File: src/rtl/keypad_entry_if.sv
// rtl/keypad_entry_if.sv - keypad pins and entry-buffer outputs bundle
interface keypad_entry_if;
    logic [3:0]  row_in;
    logic [3:0]  col_out;
    logic        clear;
    logic        key_valid;
    logic [3:0]  key_code;
    logic [19:0] digits;
    logic [2:0]  cnt;
    logic        submit;

    // Drives the keypad rows and the clear request; observes the entry results
    modport master (
        output row_in, clear,
        input  col_out, key_valid, key_code, digits, cnt, submit
    );

    // The keypad_entry block itself
    modport slave (
        input  row_in, clear,
        output col_out, key_valid, key_code, digits, cnt, submit
    );
endinterface

File: src/rtl/keypad_entry.sv
// rtl/keypad_entry.sv - 4x4 keypad scanner, debouncer and 5-digit entry buffer
module keypad_entry #(
    parameter int SCAN_DIV   = 100_000,
    parameter int DEBOUNCE   = 10,
    parameter int MAX_DIGITS = 5
) (
    input  logic           clk,
    input  logic           rst,
    keypad_entry_if.slave  kif
);
    localparam int DIV_W = (SCAN_DIV > 1) ? $clog2(SCAN_DIV) : 1;
    localparam int DEB_W = (DEBOUNCE > 1) ? $clog2(DEBOUNCE) : 1;
    localparam logic [DIV_W-1:0] DIV_LAST = DIV_W'(SCAN_DIV - 1);
    localparam logic [DEB_W-1:0] DEB_END  = DEB_W'(DEBOUNCE - 1);
    localparam logic [2:0]       CNT_MAX  = 3'(MAX_DIGITS);

    localparam logic [3:0] KEY_BACK  = 4'hE;
    localparam logic [3:0] KEY_ENTER = 4'hF;

    typedef enum logic [1:0] {SCAN, DEB_P, PRESS, WAIT_R} state_t;

    state_t            state_q, state_d;
    logic [3:0]        rs1_q, rs_q;
    logic [DIV_W-1:0]  div_q, div_d;
    logic [DEB_W-1:0]  deb_q, deb_d;
    logic [1:0]        col_q, col_d;
    logic [1:0]        row_q, row_d;
    logic [3:0]        col_out_q, col_out_d;
    logic              key_valid_q, key_valid_d;
    logic [3:0]        key_code_q, key_code_d;
    logic [19:0]       digits_q, digits_d;
    logic [2:0]        cnt_q, cnt_d;
    logic              submit_q, submit_d;

    logic              tick;
    logic              hit;
    logic [1:0]        hit_row;
    logic [3:0]        new_code;
    logic [4:0]        sh_put, sh_del;

    // Lowest-index active-low row wins when several rows are pulled down
    function automatic logic [1:0] low_row(input logic [3:0] r);
        if (!r[0])      return 2'd0;
        else if (!r[1]) return 2'd1;
        else if (!r[2]) return 2'd2;
        else            return 2'd3;
    endfunction

    // Physical layout of the keypad: row-major, column 0 on the left
    function automatic logic [3:0] key_lookup(input logic [1:0] r, input logic [1:0] c);
        case ({r, c})
            4'h0: return 4'h1;  4'h1: return 4'h2;  4'h2: return 4'h3;  4'h3: return 4'hA;
            4'h4: return 4'h4;  4'h5: return 4'h5;  4'h6: return 4'h6;  4'h7: return 4'hB;
            4'h8: return 4'h7;  4'h9: return 4'h8;  4'hA: return 4'h9;  4'hB: return 4'hC;
            4'hC: return 4'hE;  4'hD: return 4'h0;  4'hE: return 4'hF;  default: return 4'hD;
        endcase
    endfunction

    assign tick     = (div_q == DIV_LAST);
    assign hit      = (rs_q != 4'hF);
    assign hit_row  = low_row(rs_q);
    assign new_code = key_lookup(row_q, col_q);
    // Bit offset of the next free nibble and of the last filled nibble
    assign sh_put   = 5'd16 - {cnt_q, 2'b00};
    assign sh_del   = 5'd20 - {cnt_q, 2'b00};

    // Next-state logic: scan/debounce FSM, then buffer edits; clear has the last word on the buffer
    always_comb begin
        state_d     = state_q;
        div_d       = tick ? '0 : div_q + 1'b1;
        deb_d       = deb_q;
        col_d       = col_q;
        row_d       = row_q;
        key_valid_d = 1'b0;
        key_code_d  = key_code_q;
        digits_d    = digits_q;
        cnt_d       = cnt_q;
        submit_d    = 1'b0;

        case (state_q)
            SCAN: begin
                if (tick) begin
                    if (hit) begin
                        row_d   = hit_row;
                        deb_d   = '0;
                        state_d = DEB_P;
                    end else begin
                        col_d = col_q + 2'd1;
                    end
                end
            end
            DEB_P: begin
                if (tick) begin
                    if (hit && (hit_row == row_q)) begin
                        if (deb_q == DEB_END) begin
                            // Outputs are registered, so the pulse lines up with the PRESS cycle
                            state_d     = PRESS;
                            key_valid_d = 1'b1;
                            key_code_d  = new_code;
                            submit_d    = (new_code == KEY_ENTER) && !kif.clear;
                        end else begin
                            deb_d = deb_q + 1'b1;
                        end
                    end else begin
                        state_d = SCAN;
                        col_d   = col_q + 2'd1;
                    end
                end
            end
            PRESS: begin
                state_d = WAIT_R;
                deb_d   = '0;
                if (key_code_q <= 4'd9) begin
                    if (cnt_q < CNT_MAX) begin
                        digits_d = digits_q | ({16'b0, key_code_q} << sh_put);
                        cnt_d    = cnt_q + 3'd1;
                    end
                end else if (key_code_q == KEY_BACK) begin
                    if (cnt_q != 3'd0) begin
                        digits_d = digits_q & ~(20'hF << sh_del);
                        cnt_d    = cnt_q - 3'd1;
                    end
                end else if (key_code_q == KEY_ENTER) begin
                    digits_d = '0;
                    cnt_d    = '0;
                end
            end
            WAIT_R: begin
                if (tick) begin
                    if (!hit) begin
                        if (deb_q == DEB_END) begin
                            state_d = SCAN;
                            col_d   = col_q + 2'd1;
                        end else begin
                            deb_d = deb_q + 1'b1;
                        end
                    end else begin
                        deb_d = '0;
                    end
                end
            end
            default: state_d = SCAN;
        endcase

        if (kif.clear) begin
            digits_d = '0;
            cnt_d    = '0;
        end

        col_out_d = ~(4'b0001 << col_d);
    end

    // State registers plus the two-stage row synchronizer
    always_ff @(posedge clk or negedge rst) begin
        if (!rst) begin
            state_q     <= SCAN;
            rs1_q       <= 4'hF;
            rs_q        <= 4'hF;
            div_q       <= '0;
            deb_q       <= '0;
            col_q       <= 2'd0;
            row_q       <= 2'd0;
            col_out_q   <= 4'b1110;
            key_valid_q <= 1'b0;
            key_code_q  <= 4'h0;
            digits_q    <= '0;
            cnt_q       <= '0;
            submit_q    <= 1'b0;
        end else begin
            state_q     <= state_d;
            rs1_q       <= kif.row_in;
            rs_q        <= rs1_q;
            div_q       <= div_d;
            deb_q       <= deb_d;
            col_q       <= col_d;
            row_q       <= row_d;
            col_out_q   <= col_out_d;
            key_valid_q <= key_valid_d;
            key_code_q  <= key_code_d;
            digits_q    <= digits_d;
            cnt_q       <= cnt_d;
            submit_q    <= submit_d;
        end
    end

    assign kif.col_out   = col_out_q;
    assign kif.key_valid = key_valid_q;
    assign kif.key_code  = key_code_q;
    assign kif.digits    = digits_q;
    assign kif.cnt       = cnt_q;
    assign kif.submit    = submit_q;
endmodule

File: src/flat_wrapper.sv
// flat-port wrapper written by rule: the top's interface ports become plain ports
module keypad_entry_flat 
#(
    parameter int SCAN_DIV   = 100_000,
    parameter int DEBOUNCE   = 10,
    parameter int MAX_DIGITS = 5
)
  (clk, rst, kif_row_in, kif_clear, kif_col_out, kif_key_valid, kif_key_code, kif_digits, kif_cnt, kif_submit);
  keypad_entry_if kif_i ();
  input  logic clk;
  input  logic rst;
  input wire logic [$bits(kif_i.row_in)-1:0] kif_row_in;
  input wire logic [$bits(kif_i.clear)-1:0] kif_clear;
  output wire logic [$bits(kif_i.col_out)-1:0] kif_col_out;
  output wire logic [$bits(kif_i.key_valid)-1:0] kif_key_valid;
  output wire logic [$bits(kif_i.key_code)-1:0] kif_key_code;
  output wire logic [$bits(kif_i.digits)-1:0] kif_digits;
  output wire logic [$bits(kif_i.cnt)-1:0] kif_cnt;
  output wire logic [$bits(kif_i.submit)-1:0] kif_submit;
  assign kif_i.row_in = kif_row_in;
  assign kif_i.clear = kif_clear;
  assign kif_col_out = kif_i.col_out;
  assign kif_key_valid = kif_i.key_valid;
  assign kif_key_code = kif_i.key_code;
  assign kif_digits = kif_i.digits;
  assign kif_cnt = kif_i.cnt;
  assign kif_submit = kif_i.submit;
  keypad_entry #(.SCAN_DIV(SCAN_DIV), .DEBOUNCE(DEBOUNCE), .MAX_DIGITS(MAX_DIGITS)) u_core (.clk(clk), .rst(rst), .kif(kif_i));
endmodule
File: config.mk
export PLATFORM = sky130hd
export DESIGN_NAME = keypad_entry_flat
export DESIGN_NICKNAME = d
export VERILOG_FILES = /design/src/rtl/keypad_entry_if.sv /design/src/rtl/keypad_entry.sv /design/src/flat_wrapper.sv
export SDC_FILE = /design/constraint.sdc
export NUM_CORES = 1
export LEC_CHECK = 0
export CORE_ASPECT_RATIO = 1.75
export CORE_MARGIN = 2
export CORE_UTILIZATION = 45
export DETAILED_ROUTE_END_ITERATION = 10
export DONT_BUFFER_PORTS = 1
export MAX_ROUTING_LAYER = met4
export PLACE_DENSITY_LB_ADDON = 0.15
export REMOVE_ABC_BUFFERS = 1
export SYNTH_ARGS = -nofsm -noshare
export SYNTH_HDL_FRONTEND = slang
export SYNTH_SLANG_ARGS = --single-unit
File: constraint.sdc
create_clock -name clk -period 2.59 [get_ports clk]
set_clock_uncertainty 0.05 [all_clocks]
set_input_delay 0.777 -clock clk [delete_from_list [all_inputs] [get_ports clk]]
set_output_delay 0.777 -clock clk [all_outputs]
set_load 0.005 [all_outputs]
# Word-level counts from Yosys, hierarchy flattened
# Memories as Yosys holds them, arrays and structs flattened.
# Index checks and enable logic that the tools add are counted.
dict set report totals {
  regBits 68
  latchBits 0
  ram_bits 0
  mem_bits_ro 64
  input_bits 7
  output_inout_bits 33
  elab_cells 113
  mem_count 1
}
# name depth word_bits read_ports rd_clocked_by_memory_dff write_ports line
set mem_list {}
lappend mem_list {{(name not given)} 16 4 1 0 0 keypad_entry.sv:51} ;# case ({r, c})
dict set report classes {
  addsub 7
  mul 0
  n_div 0
  magnitude_cmp 2
  n_eq_ne 20
  n_shift 3
  muxes 51
  bitwise 4
  reduce_logical 12
}
# cell n
set ops {}
lappend ops {{2-to-1 mux 20 bit} 7}
lappend ops {{2-to-1 mux 2 bit} 17}
lappend ops {{2-to-1 mux 4 bit} 7}
lappend ops {{2-to-1 mux 3 bit} 7}
lappend ops {{AND 20 bit} 1}
lappend ops {{inverter 20 bit} 1}
lappend ops {{OR 20 bit} 1}
lappend ops {{left shift 4 x 5 -> 20 bit} 1}
lappend ops {{left shift 4 x 5 -> 20 bit, first input constant} 1}
lappend ops {{adder 17 x 1 -> 17 bit, second input constant} 1}
lappend ops {{== test 17 bit, second input constant} 1}
lappend ops {{2-to-1 mux 17 bit} 1}
lappend ops {{== test 4 bit, second input constant} 4}
lappend ops {{case mux 4 bit (4 select lines)} 1}
lappend ops {{!= test 2 x 1 -> 1 bit, second input constant} 6}
lappend ops {{subtractor 5 bit, first input constant} 2}
lappend ops {{2-to-1 mux 1 bit} 9}
lappend ops {{case mux 2 bit (4 select lines)} 1}
lappend ops {{AND reduction 4 bit} 2}
lappend ops {{AND reduction 7 bit} 1}
lappend ops {{!= test 3 bit, second input constant} 2}
lappend ops {{case mux 2 bit (3 select lines)} 1}
lappend ops {{AND reduction 5 bit} 1}
lappend ops {{adder 4 x 1 -> 4 bit, second input constant} 1}
lappend ops {{20 further kinds} 22}

# Depth between registers and ports, before layout
# Gate-level depths: netlist of run 1.
dict set report logic_depth {
  ltp_word 10
  ltp_mapped 10
  mapped_depth_nobuf 9
}

# Worst setup path after synthesis of run 1
# No wires, ideal clock.
dict set report synth_path {
  path_kind {register to register}
  start {register u_core.cnt_q[0] (netlist: u_core.kif.cnt[0])}
  end {register u_core.digits_q[0] (netlist: u_core.kif.digits[0])}
  setup_ns 0.072
  arrival_time_ns 2.222
  slack_ns 0.246
  stages_incl_launch_ff 11
  cell_sequence {dfrtp_1 clkbuf_1 inv_1 ha_1 ha_1 nor2b_1 o2bb2ai_1 a21oi_1 nor3_1 a31oi_1 nor2_1}
}
dict set report synth_between {
  elab_chain_cells 9
  elab_cells_between_ends 18
  classes_between {2 x add/sub; 1 x order compare; 2 x eq/ne; 2 x shift; 6 x mux; 3 x bitwise; 2 x reduce/logical}
}
# element line
set synth_rtl {}
lappend synth_rtl {{start, declared} keypad_entry.sv:32} ;# logic [2:0] cnt_q, cnt_d;
lappend synth_rtl {{start signal, assigned} keypad_entry.sv:181} ;# cnt_q <= cnt_d;
lappend synth_rtl {{subtractor 5 bit} keypad_entry.sv:65} ;# assign sh_del = 5'd20 - {cnt_q, 2'b00};
lappend synth_rtl {{left shift 4 x 5 -> 20 bit} keypad_entry.sv:120} ;# digits_d = digits_q & ~(20'hF << sh_del);
lappend synth_rtl {{inverter 20 bit} keypad_entry.sv:120}
lappend synth_rtl {{AND 20 bit} keypad_entry.sv:120}
lappend synth_rtl {{2-to-1 mux 20 bit} keypad_entry.sv:119} ;# if (cnt_q != 3'd0) begin
lappend synth_rtl {{2-to-1 mux 20 bit} keypad_entry.sv:118} ;# end else if (key_code_q == KEY_BACK) begin
lappend synth_rtl {{2-to-1 mux 20 bit} keypad_entry.sv:113} ;# if (key_code_q <= 4'd9) begin
lappend synth_rtl {{2-to-1 mux 20 bit} keypad_entry.sv:80} ;# case (state_q)
lappend synth_rtl {{2-to-1 mux 20 bit} keypad_entry.sv:145} ;# if (kif.clear) begin
lappend synth_rtl {{end signal, assigned} keypad_entry.sv:180} ;# digits_q <= digits_d;
lappend synth_rtl {{end, declared} keypad_entry.sv:31} ;# logic [19:0] digits_q, digits_d;
# Several ways; a longest one is shown, not always the timed one. The select of a mux whose other input is x is not followed.
# A chain may end at the register's enable or synchronous reset.

# Worst setup path in the final report of run 1
dict set report layout_path {
  start {register u_core.row_q[0]}
  end {register u_core.key_code_q[2] (netlist: u_core.kif.key_code[2])}
}
dict set report layout_between {
  elab_chain_cells 3
  elab_cells_between_ends 4
  classes_between {1 x eq/ne; 2 x reduce/logical; 1 x memory}
}
# element line
set layout_rtl {}
lappend layout_rtl {{start, declared} keypad_entry.sv:27} ;# logic [1:0] row_q, row_d;
lappend layout_rtl {{start signal, assigned} keypad_entry.sv:176} ;# row_q <= row_d;
lappend layout_rtl {{parallel branches: the longest is 3 deep, another holds memory read (16 x 4 bit)} --}
lappend layout_rtl {{end signal, assigned} keypad_entry.sv:179} ;# key_code_q <= key_code_d;
lappend layout_rtl {{end, declared} keypad_entry.sv:30} ;# logic [3:0] key_code_q, key_code_d;
# Parallel ways; which one is timed is not known.

==> results of run 1 <==
-- routing by layer --
| metal | wire (microns) | part of all wire, % |
|---|---|---|
| met5 | 0 | 0 |
| met4 | 442 | 5.7 |
| met2 | 4209 | 55 |
| met1 | 2769 | 36 |
| met3 | 300 | 3.9 |
-- Yosys cell counts, types with 8 or more instances --
cell / n / area (sq um)
dfstp_2: 11 / 289.0
ha_1: 16 / 200.2
inv_1: 11 / 41.29
a21oi_1: 14 / 70.07
nor3_1: 10 / 50.05
a31oi_1: 8 / 50.05
nor2_1: 33 / 123.9
dfrtp_1: 57 / 1426
a22o_1: 12 / 105.1
xor2_1: 10 / 87.58
nand2_1: 34 / 127.6
nand3_1: 14 / 70.07
o21ai_0: 11 / 55.05
-- through the flow --
step | worst slack [ns] | power, uW | cell area (sq um) | cells | hold slack [ns]
3_3_place_gp | 0.2074 | 1131 | 3650 | 425 | 0.2967
6_report | 0.1797 | 2195 | 3928 | 441 | 0.09009
5_1_grt | 0.03775 | 2271 | 3928 | 441 | 0.07252
2_1_floorplan | 0.3653 | 1120 | 3427 | 322 | 0.2952
3_5_place_dp | 0.1801 | 1131 | 3650 | 425 | 0.2975
4_1_cts | 0.1686 | 2224 | 3913 | 441 | 0.07902
-- sequential cells by signal, indices dropped and copies added (netlist names), named ones only --
register              cells
u_core.kif.key_code       4
u_core.state_q            1
u_core.kif.digits        20
u_core.kif.cnt            3
u_core.kif.key_valid      1
u_core.col_q              2
u_core.kif.col_out        4
u_core.rs_q               4
u_core.deb_q              4
u_core.div_q             17
u_core.kif.submit         1
u_core.row_q              2
u_core.rs1_q              4
-- cells by family (layout without fill, tap and decap cells) --
family,after synthesis,in the layout,synth area share (%)
AO/OA/AOI/OAI,70,70,14.45
XOR/XNOR,16,16,4.016
buffers and inverters,23,42,2.976
AND/OR/NAND/NOR,131,131,20.19
adder cells (fa/ha/maj),16,16,5.737
multiplexers,10,10,3.478
flip-flops,68,68,49.16
-- final cells by class --
type / count / area [sq um]
fill: 699 / 3640
sequential: 68 / 1715
multi-input combinational: 243 / 1685
clock buffer: 11 / 232.7
timing repair buffer: 15 / 112.6
tap: 88 / 110.1
inverter: 11 / 41.29
clock inverter: 5 / 30.03
-- power by group --
group / switching, uW / total [uW] / internal (uW)
Sequential: 6.22 / 1080 / 1080
Combinational: 19.4 / 31.9 / 12.4
Clock: 439 / 1080 / 642
Total: 465 / 2190 / 1730
-- final timing paths --
kind                                        startpoint                            endpoint  slack (ns)  depth (start not counted)
max reg2reg                u_core.row_q[0]$_DFFE_PN0P_  u_core.kif.key_code[2]$_DFFE_PN0P_        0.18                          5
min in group clk             u_core.rs1_q[1]$_DFF_PN1_            u_core.rs_q[1]$_DFF_PN1_        0.30                          0
min reg2reg                  u_core.rs1_q[1]$_DFF_PN1_            u_core.rs_q[1]$_DFF_PN1_        0.30                          0
max in group asynchronous                          rst            u_core.rs_q[2]$_DFF_PN1_        2.17                          0
max                        u_core.row_q[0]$_DFFE_PN0P_  u_core.kif.key_code[2]$_DFFE_PN0P_        0.18                          5
min                                                rst   u_core.kif.digits[12]$_DFFE_PN0P_        0.09                          0
==> impl_metrics.tcl, run 1 <==
set metrics [dict create \
    run_status "finished, final reports clean" \
    clockRootBuffer "clkbuf_16" \
    timing.fmax_ghz 0.4149 \
    hold_viol 0 \
    grt_max_degree 69 \
    criticalPathCategory "reg -> reg" \
    ios 40 \
    min_path_type "in -> async" \
    maxCapViolations 0 \
    crit_path_cell_trace "nand2b_1 > a221oi_4 > a21oi_2 > or4_4 > mux2_4" \
    core-area_sq_mm 0.007567 \
    cts_resized 0 \
    worst_path_fanout_max 12 \
    drtAntennaViolNets 0 \
    fin_tns_setup_ns 0 \
    drv_slew 0 \
    grt_setup_unrepaired "false" \
    antennaDiodeCount 0 \
    post-route-min-period_ns 2.410 \
    post_dr_vias_cell 5.884 \
    critical_path.top_delay_family "simple AND/OR/NAND/NOR gates" \
    mostFrequentLayoutCell "dfrtp_1" \
    number_of_buffers_created_by_cts 9 \
    layout_cell_share_with_drive_strength_beyond_1_pct 17.00 \
    clk_path_buf_depth 2 \
    seq_area_frac_synth_pct 49.16 \
    dpl.hpwl_mm 5.743 \
    drc 0 \
    grt_pass1_wl_mm 12.97 \
    clkSlewWorstSetupHoldPaths_ns 0.06 \
    via_count_of_the_first_global_routing_pass 2752 \
    grt.met2_usage_pct 35.44 \
    vias 2595 \
    cts_sinks 68 \
    mostFrequentLayoutCells "57 x dfrtp_1, 34 x nand2_1, 33 x nor2_1, 16 x ha_1, 15 x buf_4" \
    post_synth_num_cell_types 63 \
    cts.repair_timing.setup_buffer_count 0 \
    worstPathRequired_ns 2.75 \
    critical_path.max_stage_delay_ns 0.64 \
    post-route-period-util_pct 93.06 \
    port_buffers 0 \
    met1_usage_pct 19.37 \
    power.ir.vdd_worst_uv 332.2 \
    global_route.overflow_total 0 \
    cts_hold_repair.buffers 0 \
    fp-row-count 42 \
    firstDrtPassIters 4 \
    async_flop_share_pct 100.0 \
    crit_arrival_ns 2.57 \
    antenna_violations_before_repair 0 \
    post_synth_instance_area_sq_mm 0.003490 \
    clk_latency_ns 0.33 \
    crit_path_top_delay_cell "dfrtp_1" \
    floorplan.die.height_microns 120.5 \
    die-area_sq_mm 0.008502 \
    setup_viol_count_final 0 \
    wire_per_inst_microns 17.51 \
    grt_use_met3_pct 4.833 \
    grt_util_all_layers_pct 20.23 \
    max_slew.worst_pin.slew_ns 0.4798 \
    gp_congestion 0.9020 \
    kind_of_launch_point_of_the_worst_setup_path "register" \
    synth_edf_count 0 \
    maximum_level_of_the_cts_h_tree 3 \
    grt.busiest_layer "met2" \
    drtIter0Drc 109 \
    pwr_density_cell_mw_per_mm2 558.8 \
    final_net_count 371 \
    total_leakage_power_uw 0.001753 \
    initial_core_util_pct 46.11 \
    endpoint_kind "register" \
    critical_path_buf_inv_count 0 \
    slew-limit-headroom_pct 68.01 \
    synthCells 334 \
    totalWireLength_mm 7.722 \
    synthesis.area_per_instance_sq_um 10.45 \
    clock_tree_from_tritoncts "yes" \
    post-route-util_pct 51.90 \
    die_w_microns 70.57 \
    ys_ff_latch 68 \
    synth_warnings 0 \
    dominant_synthesized_flop_cell "dfrtp_1" \
    synthToLayoutAreaGrowth_pct 12.55 \
]
(Power assumes the default switching activity.)
==> inputs of run 2 (changes only) <==
- CORE_MARGIN: 2 -> 10
==> run 2 against run 1 <==
Compared with the run above:
- utilization shrank 0.25 points
- count of clock-buffer cells in the layout is the same
- routed wire length grew 2.1%
- highest routed layer unchanged
- sequential power is essentially flat
- cell area shrank 0.48%
- fmax shrank 1.2%
- worst hold slack lost 0.0064 ns
- first-iteration DRC count grew 1.8%
==> impl_metrics.tcl, run 2 (synthesis results as in run 1) <==
set metrics [dict create \
    clock_tree_from_tritoncts "yes" \
    criticalPathCategory "reg -> reg" \
    layout_cell_share_with_drive_strength_beyond_1_pct 16.00 \
    drc 0 \
    fill_cells 668 \
    clockRootBuffer "clkbuf_16" \
    power.ir.vdd_worst_uv 338.5 \
    final_area_sq_mm 0.003909 \
    cts_hold_repair.buffers 0 \
    slew-limit-headroom_pct 61.77 \
    via_count_of_the_first_global_routing_pass 2621 \
    dpl.hpwl_mm 5.891 \
    die-area_sq_mm 0.01182 \
    timing.fmax_ghz 0.4099 \
    min_path_type "in -> async" \
    hold_viol 0 \
    synthToLayoutAreaGrowth_pct 12.01 \
    worstRegToRegCells 10 \
    post-route-min-period_ns 2.440 \
    grt_pass1_wl_mm 13.31 \
    final_net_count 368 \
    comb_power_share_pct 1.5 \
    fp-row-count 42 \
    pwr_density_cell_mw_per_mm2 558.8 \
    max_slew.worst_pin.slew_ns 0.5735 \
    drtIter0Drc 111 \
    placement.cell_area_sq_mm 0.003627 \
    mostFrequentLayoutCell "dfrtp_1" \
    maxCapViolations 0 \
    drv_slew 0 \
    switching_share_pct 20.82 \
    clockPowerShare_pct 49.0 \
    drtAntennaViolNets 0 \
    cts_sinks 68 \
    endpoint_kind "register" \
    grt_setup_unrepaired "false" \
    ios 40 \
    power_report.internal_total_uw 1729 \
    seq_power_share_pct 49.5 \
    setup_viol_count_final 0 \
    port_buffers 0 \
    cts_resized 0 \
    fin_tns_setup_ns 0 \
    clkSlewWorstSetupHoldPaths_ns 0.06 \
    crit_arrival_ns 2.60 \
    worst_path_fanout_max 6 \
    number_of_buffers_created_by_cts 9 \
    initial_core_util_pct 46.11 \
    floorplan.die.height_microns 136.5 \
    gp_congestion 0.9067 \
    post-route-period-util_pct 94.19 \
    firstDrtPassIters 4 \
    worstPathRequired_ns 2.75 \
    die_w_microns 86.57 \
    antenna_violations_before_repair 0 \
    mostFrequentLayoutCells "57 x dfrtp_1, 34 x nand2_1, 33 x nor2_1, 16 x ha_1" \
    run_status "finished, final reports clean" \
    wire_per_inst_microns 18.00 \
    largest_register_ffs 20 \
    post_dr_vias_cell 5.829 \
    kind_of_launch_point_of_the_worst_setup_path "register" \
    antennaDiodeCount 0 \
    p_switching_uw 454.8 \
    maximum_level_of_the_cts_h_tree 3 \
    grt_max_degree 69 \
    global_route.overflow_total 0 \
    grt_util_all_layers_pct 14.79 \
    clk_latency_ns 0.33 \
    cts.repair_timing.setup_buffer_count 0 \
    vias 2553 \
    totalWireLength_mm 7.885 \
    core-area_sq_mm 0.007567 \
    clk_path_buf_depth 2 \
    total_leakage_power_uw 0.001735 \
]
[run 2: power groups by stage]
| stage | clock network [uW] | logic (uW) | registers [uW] |
|---|---|---|---|
| after floorplan | 0 | 23.1 | 1100 |
| after global placement | 0 | 31.6 | 1100 |
| after detailed placement | 0 | 31.7 | 1100 |
| after CTS | 1100 | 31.8 | 1080 |
| after global routing | 1150 | 35.1 | 1080 |
| final | 1070 | 32.3 | 1080 |
[run 2: layer usage]
layer	wire length (microns)	part of all wire [%]	global-route usage, %	vias to the layer above
li1	-	-	-	1216
met1	2789	35	13.82	1259
met2	4466	57	25.99	60
met3	440	5.6	4.464	18
met4	188	2.4	8.318	0
met5	0	0	-	-
[run 2: path summary, 6_finish.rpt]
check	end	start	slack, ns
hold / removal	u_core.kif.digits[14]$_DFFE_PN0P_	rst	0.08
hold reg to reg	u_core.rs_q[1]$_DFF_PN1_	u_core.rs1_q[1]$_DFF_PN1_	0.30
setup / recovery	u_core.kif.digits[2]$_DFFE_PN0P_	u_core.kif.cnt[1]$_DFFE_PN0P_	0.15
setup reg to reg	u_core.kif.digits[2]$_DFFE_PN0P_	u_core.kif.cnt[1]$_DFFE_PN0P_	0.15
min in group clk	u_core.rs_q[1]$_DFF_PN1_	u_core.rs1_q[1]$_DFF_PN1_	0.30
max in group asynchronous	u_core.kif.col_out[3]$_DFF_PN1_	rst	2.22
[run 2: through the flow]
stage               worst slack, ns  hold slack (ns)  power [uW]  utilization, %  std cells
global route               0.009648          0.06889        2263           51.65        438
detailed placement           0.1433           0.2968        1132           47.93        422
global placement            0.08417           0.2965        1132           47.93        422
finish                       0.1504          0.08365        2184           51.65        438
CTS                          0.1227          0.07598        2215           51.39        438
floorplan                    0.3653           0.2952        1120               -        322
[run 2: worst max-delay path, stage by stage (launching register included)]
cell	delay, ns
dfrtp_1	0.46
inv_1	0.15
ha_1	0.25
ha_1	0.16
nor2b_1	0.12
o2bb2ai_1	0.13
a21oi_1	0.51
nor3_1	0.09
buf_4	0.18
a31oi_1	0.16
nor2_1	0.06
[run 2: layout make-up]
class	instances	area (sq um)	area share (%)
flip-flops and latches	68	1715	43.89
clock inverters	5	28.78	0.7362
repair buffers	12	90.09	2.305
well taps	88	110.1	2.817
multi-input cells	243	1690	43.25
clock buffers	11	232.7	5.954
inverters	11	41.29	1.056
==> inputs of run 3 (changes only) <==
- CORE_ASPECT_RATIO: 1.75 -> unset
==> run 3 against run 2 <==
Compared with the run above:
- count of clock-buffer cells in the layout rose by 1
- routed wire length decreased by 5.7%
- worst hold slack worse by 0.0032 ns
- clock power is 20% lower
- fmax up 2.2%
- sequential share of layout area increased by 0.67 points
- global-route usage down 1.1 points
- utilization fell by 1.3 points
- critical endpoint is now u_core.kif.key_code[2]$_DFFE_PN0P_
- largest cell class unchanged
- highest routed layer unchanged
==> impl_metrics.tcl, run 3 (synthesis results as in run 1) <==
set metrics [dict create \
    synthToLayoutAreaGrowth_pct 10.33 \
    maximum_level_of_the_cts_h_tree 3 \
    dpl.hpwl_mm 5.338 \
    worst_path_fanout_max 12 \
    fin_ws_ns 0.2025 \
    place.detailed.instances 435 \
    crit_path_cell_trace "nand2b_1 > a221oi_4 > a21oi_2 > or4_4 > mux2_4" \
    power.ir.vdd_worst_uv 318.4 \
    mostFrequentLayoutCells "57 x dfrtp_1, 34 x nand2_1, 33 x nor2_1, 16 x ha_1" \
    clock_tree_from_tritoncts "yes" \
    clk_path_buf_depth 2 \
    floorplan.die.height_microns 108.1 \
    critical_path.max_stage_delay_ns 0.65 \
    grt_util_all_layers_pct 13.72 \
    crit_path_top_delay_cell "dfrtp_1" \
    clk_latency_ns 0.33 \
    criticalPathCategory "reg -> reg" \
    fill_cells 706 \
    drtAntennaViolNets 0 \
    vias 2505 \
    die_w_microns 108.1 \
    final_area_sq_mm 0.003850 \
    ios 40 \
    cts.repair_timing.setup_buffer_count 0 \
    core-area_sq_mm 0.007647 \
    slew-limit-headroom_pct 64.53 \
    r2r_start "u_core.row_q[0]$_DFFE_PN0P_" \
    post-layout-total-power_uw 1965 \
    run_status "finished, final reports clean" \
    fin_tns_setup_ns 0 \
    fp-row-count 32 \
    largest_register_ffs 20 \
    via_count_of_the_first_global_routing_pass 2432 \
    max_slew.worst_pin.slew_ns 0.5321 \
    layout.cells.non_filler 451 \
    pwr_density_cell_mw_per_mm2 510.5 \
    worstPathRequired_ns 2.76 \
    hold_viol 0 \
    kind_of_launch_point_of_the_worst_setup_path "register" \
    setup_viol_count_final 0 \
    grt_setup_unrepaired "false" \
    port_buffers 0 \
    die-area_sq_mm 0.01168 \
    totalWireLength_mm 7.433 \
    final_net_count 367 \
    timing.reg2reg.setup_slack_ns 0.20 \
    drtIter0Drc 144 \
    crit_arrival_ns 2.56 \
    antennaDiodeCount 0 \
    endpoint_kind "register" \
    cts_sinks 68 \
    antenna_violations_before_repair 0 \
    number_of_buffers_created_by_cts 9 \
    timing.fmax_ghz 0.4188 \
    maxCapViolations 0 \
    drv_slew 0 \
    firstDrtPassIters 4 \
    wire_per_inst_microns 16.48 \
    mostFrequentLayoutCell "dfrtp_1" \
    drc 0 \
    timing.rr.end "u_core.kif.key_code[2]$_DFFE_PN0P_" \
    total_leakage_power_uw 0.001698 \
    layout_cell_share_with_drive_strength_beyond_1_pct 16.05 \
    post-route-min-period_ns 2.388 \
    initial_core_util_pct 45.63 \
    clkSlewWorstSetupHoldPaths_ns 0.07 \
    post_dr_vias_cell 5.554 \
    placement.cell_area_sq_mm 0.003637 \
    grt_max_degree 69 \
    clockRootBuffer "clkbuf_8" \
    min_path_type "in -> async" \
    gp_congestion 0.8469 \
    worstRegToRegCells 5 \
    global_route.overflow_total 0 \
    post-route-period-util_pct 92.18 \
    place_ws_ns 0.2082 \
    grt_pass1_wl_mm 12.59 \
]
## run 3: cell types whose count changed in the layout (fill, tap and decap cells not counted), moves of 2 or more
cell,before,now
clkbuf_16,9,0
clkbuf_8,0,10
clkinvlp_4,0,2
clkinv_2,4,1
## run 3: per-stage QoR
stage	hold WS, ns	util (%)
floorplan	0.2952	-
global placement	0.2963	47.56
detailed placement	0.2968	47.56
CTS	0.05883	50.11
global route	0.04675	50.34
finish	0.08040	50.34
## run 3: report_power, final
| group | internal (uW) | total [uW] | switching (uW) |
|---|---|---|---|
| clock network | 470 | 854 | 384 |
| registers | 1070 | 1080 | 5.40 |
| logic | 12.8 | 32.1 | 19.3 |
| total | 1560 | 1970 | 409 |
## run 3: worst max-delay path by stage
stage                                             start                                 end  slack, ns  cells past startpoint
final                       u_core.row_q[0]$_DFFE_PN0P_  u_core.kif.key_code[2]$_DFFE_PN0P_       0.20                      5
after global routing      u_core.kif.cnt[1]$_DFFE_PN0P_    u_core.kif.digits[0]$_DFFE_PN0P_       0.05                     10
after CTS                 u_core.kif.cnt[1]$_DFFE_PN0P_   u_core.kif.digits[16]$_DFFE_PN0P_       0.17                      9
after detailed placement  u_core.kif.cnt[1]$_DFFE_PN0P_   u_core.kif.digits[16]$_DFFE_PN0P_       0.21                      9
after global placement    u_core.kif.cnt[1]$_DFFE_PN0P_   u_core.kif.digits[16]$_DFFE_PN0P_       0.22                      9
after floorplan           u_core.kif.cnt[0]$_DFFE_PN0P_    u_core.kif.digits[0]$_DFFE_PN0P_       0.37                      9
## run 3: repair_timing
item / in CTS / in global routing
endpoints found under the setup margin: 0 / 6
hold buffers: 0 / 0
resized for setup: 0 / 3
## run 3: cell type report
cell class              instances  area [sq um]  share of cell area [%]
clock buffers                  12         145.1                   3.770
well taps                     102         127.6                   3.315
inverters                      11         41.29                   1.072
multi-input cells             243          1688                   43.84
clock inverters                 4         50.05                   1.300
repair buffers                 11         82.58                   2.145
flip-flops and latches         68          1715                   44.56
## run 3: per-layer routing
metal  part of all wire, %  wire [microns]  global-route usage [%]  vias to the layer above
met5                     0               0                       -                        -
met4                   1.9             142                   6.393                        0
met3                   6.2             462                   3.450                       15
met2                    45            3328                   19.27                       67
met1                    47            3499                   18.08                     1212
li1                      -               -                       -                     1211
## run 3: worst max-delay path, delay by kind of cell (launching register included)
kind / cells / cell delay, ns
compound gates: 2 / 0.52
flops: 1 / 0.65
mux: 1 / 0.32
simple gates: 2 / 0.73
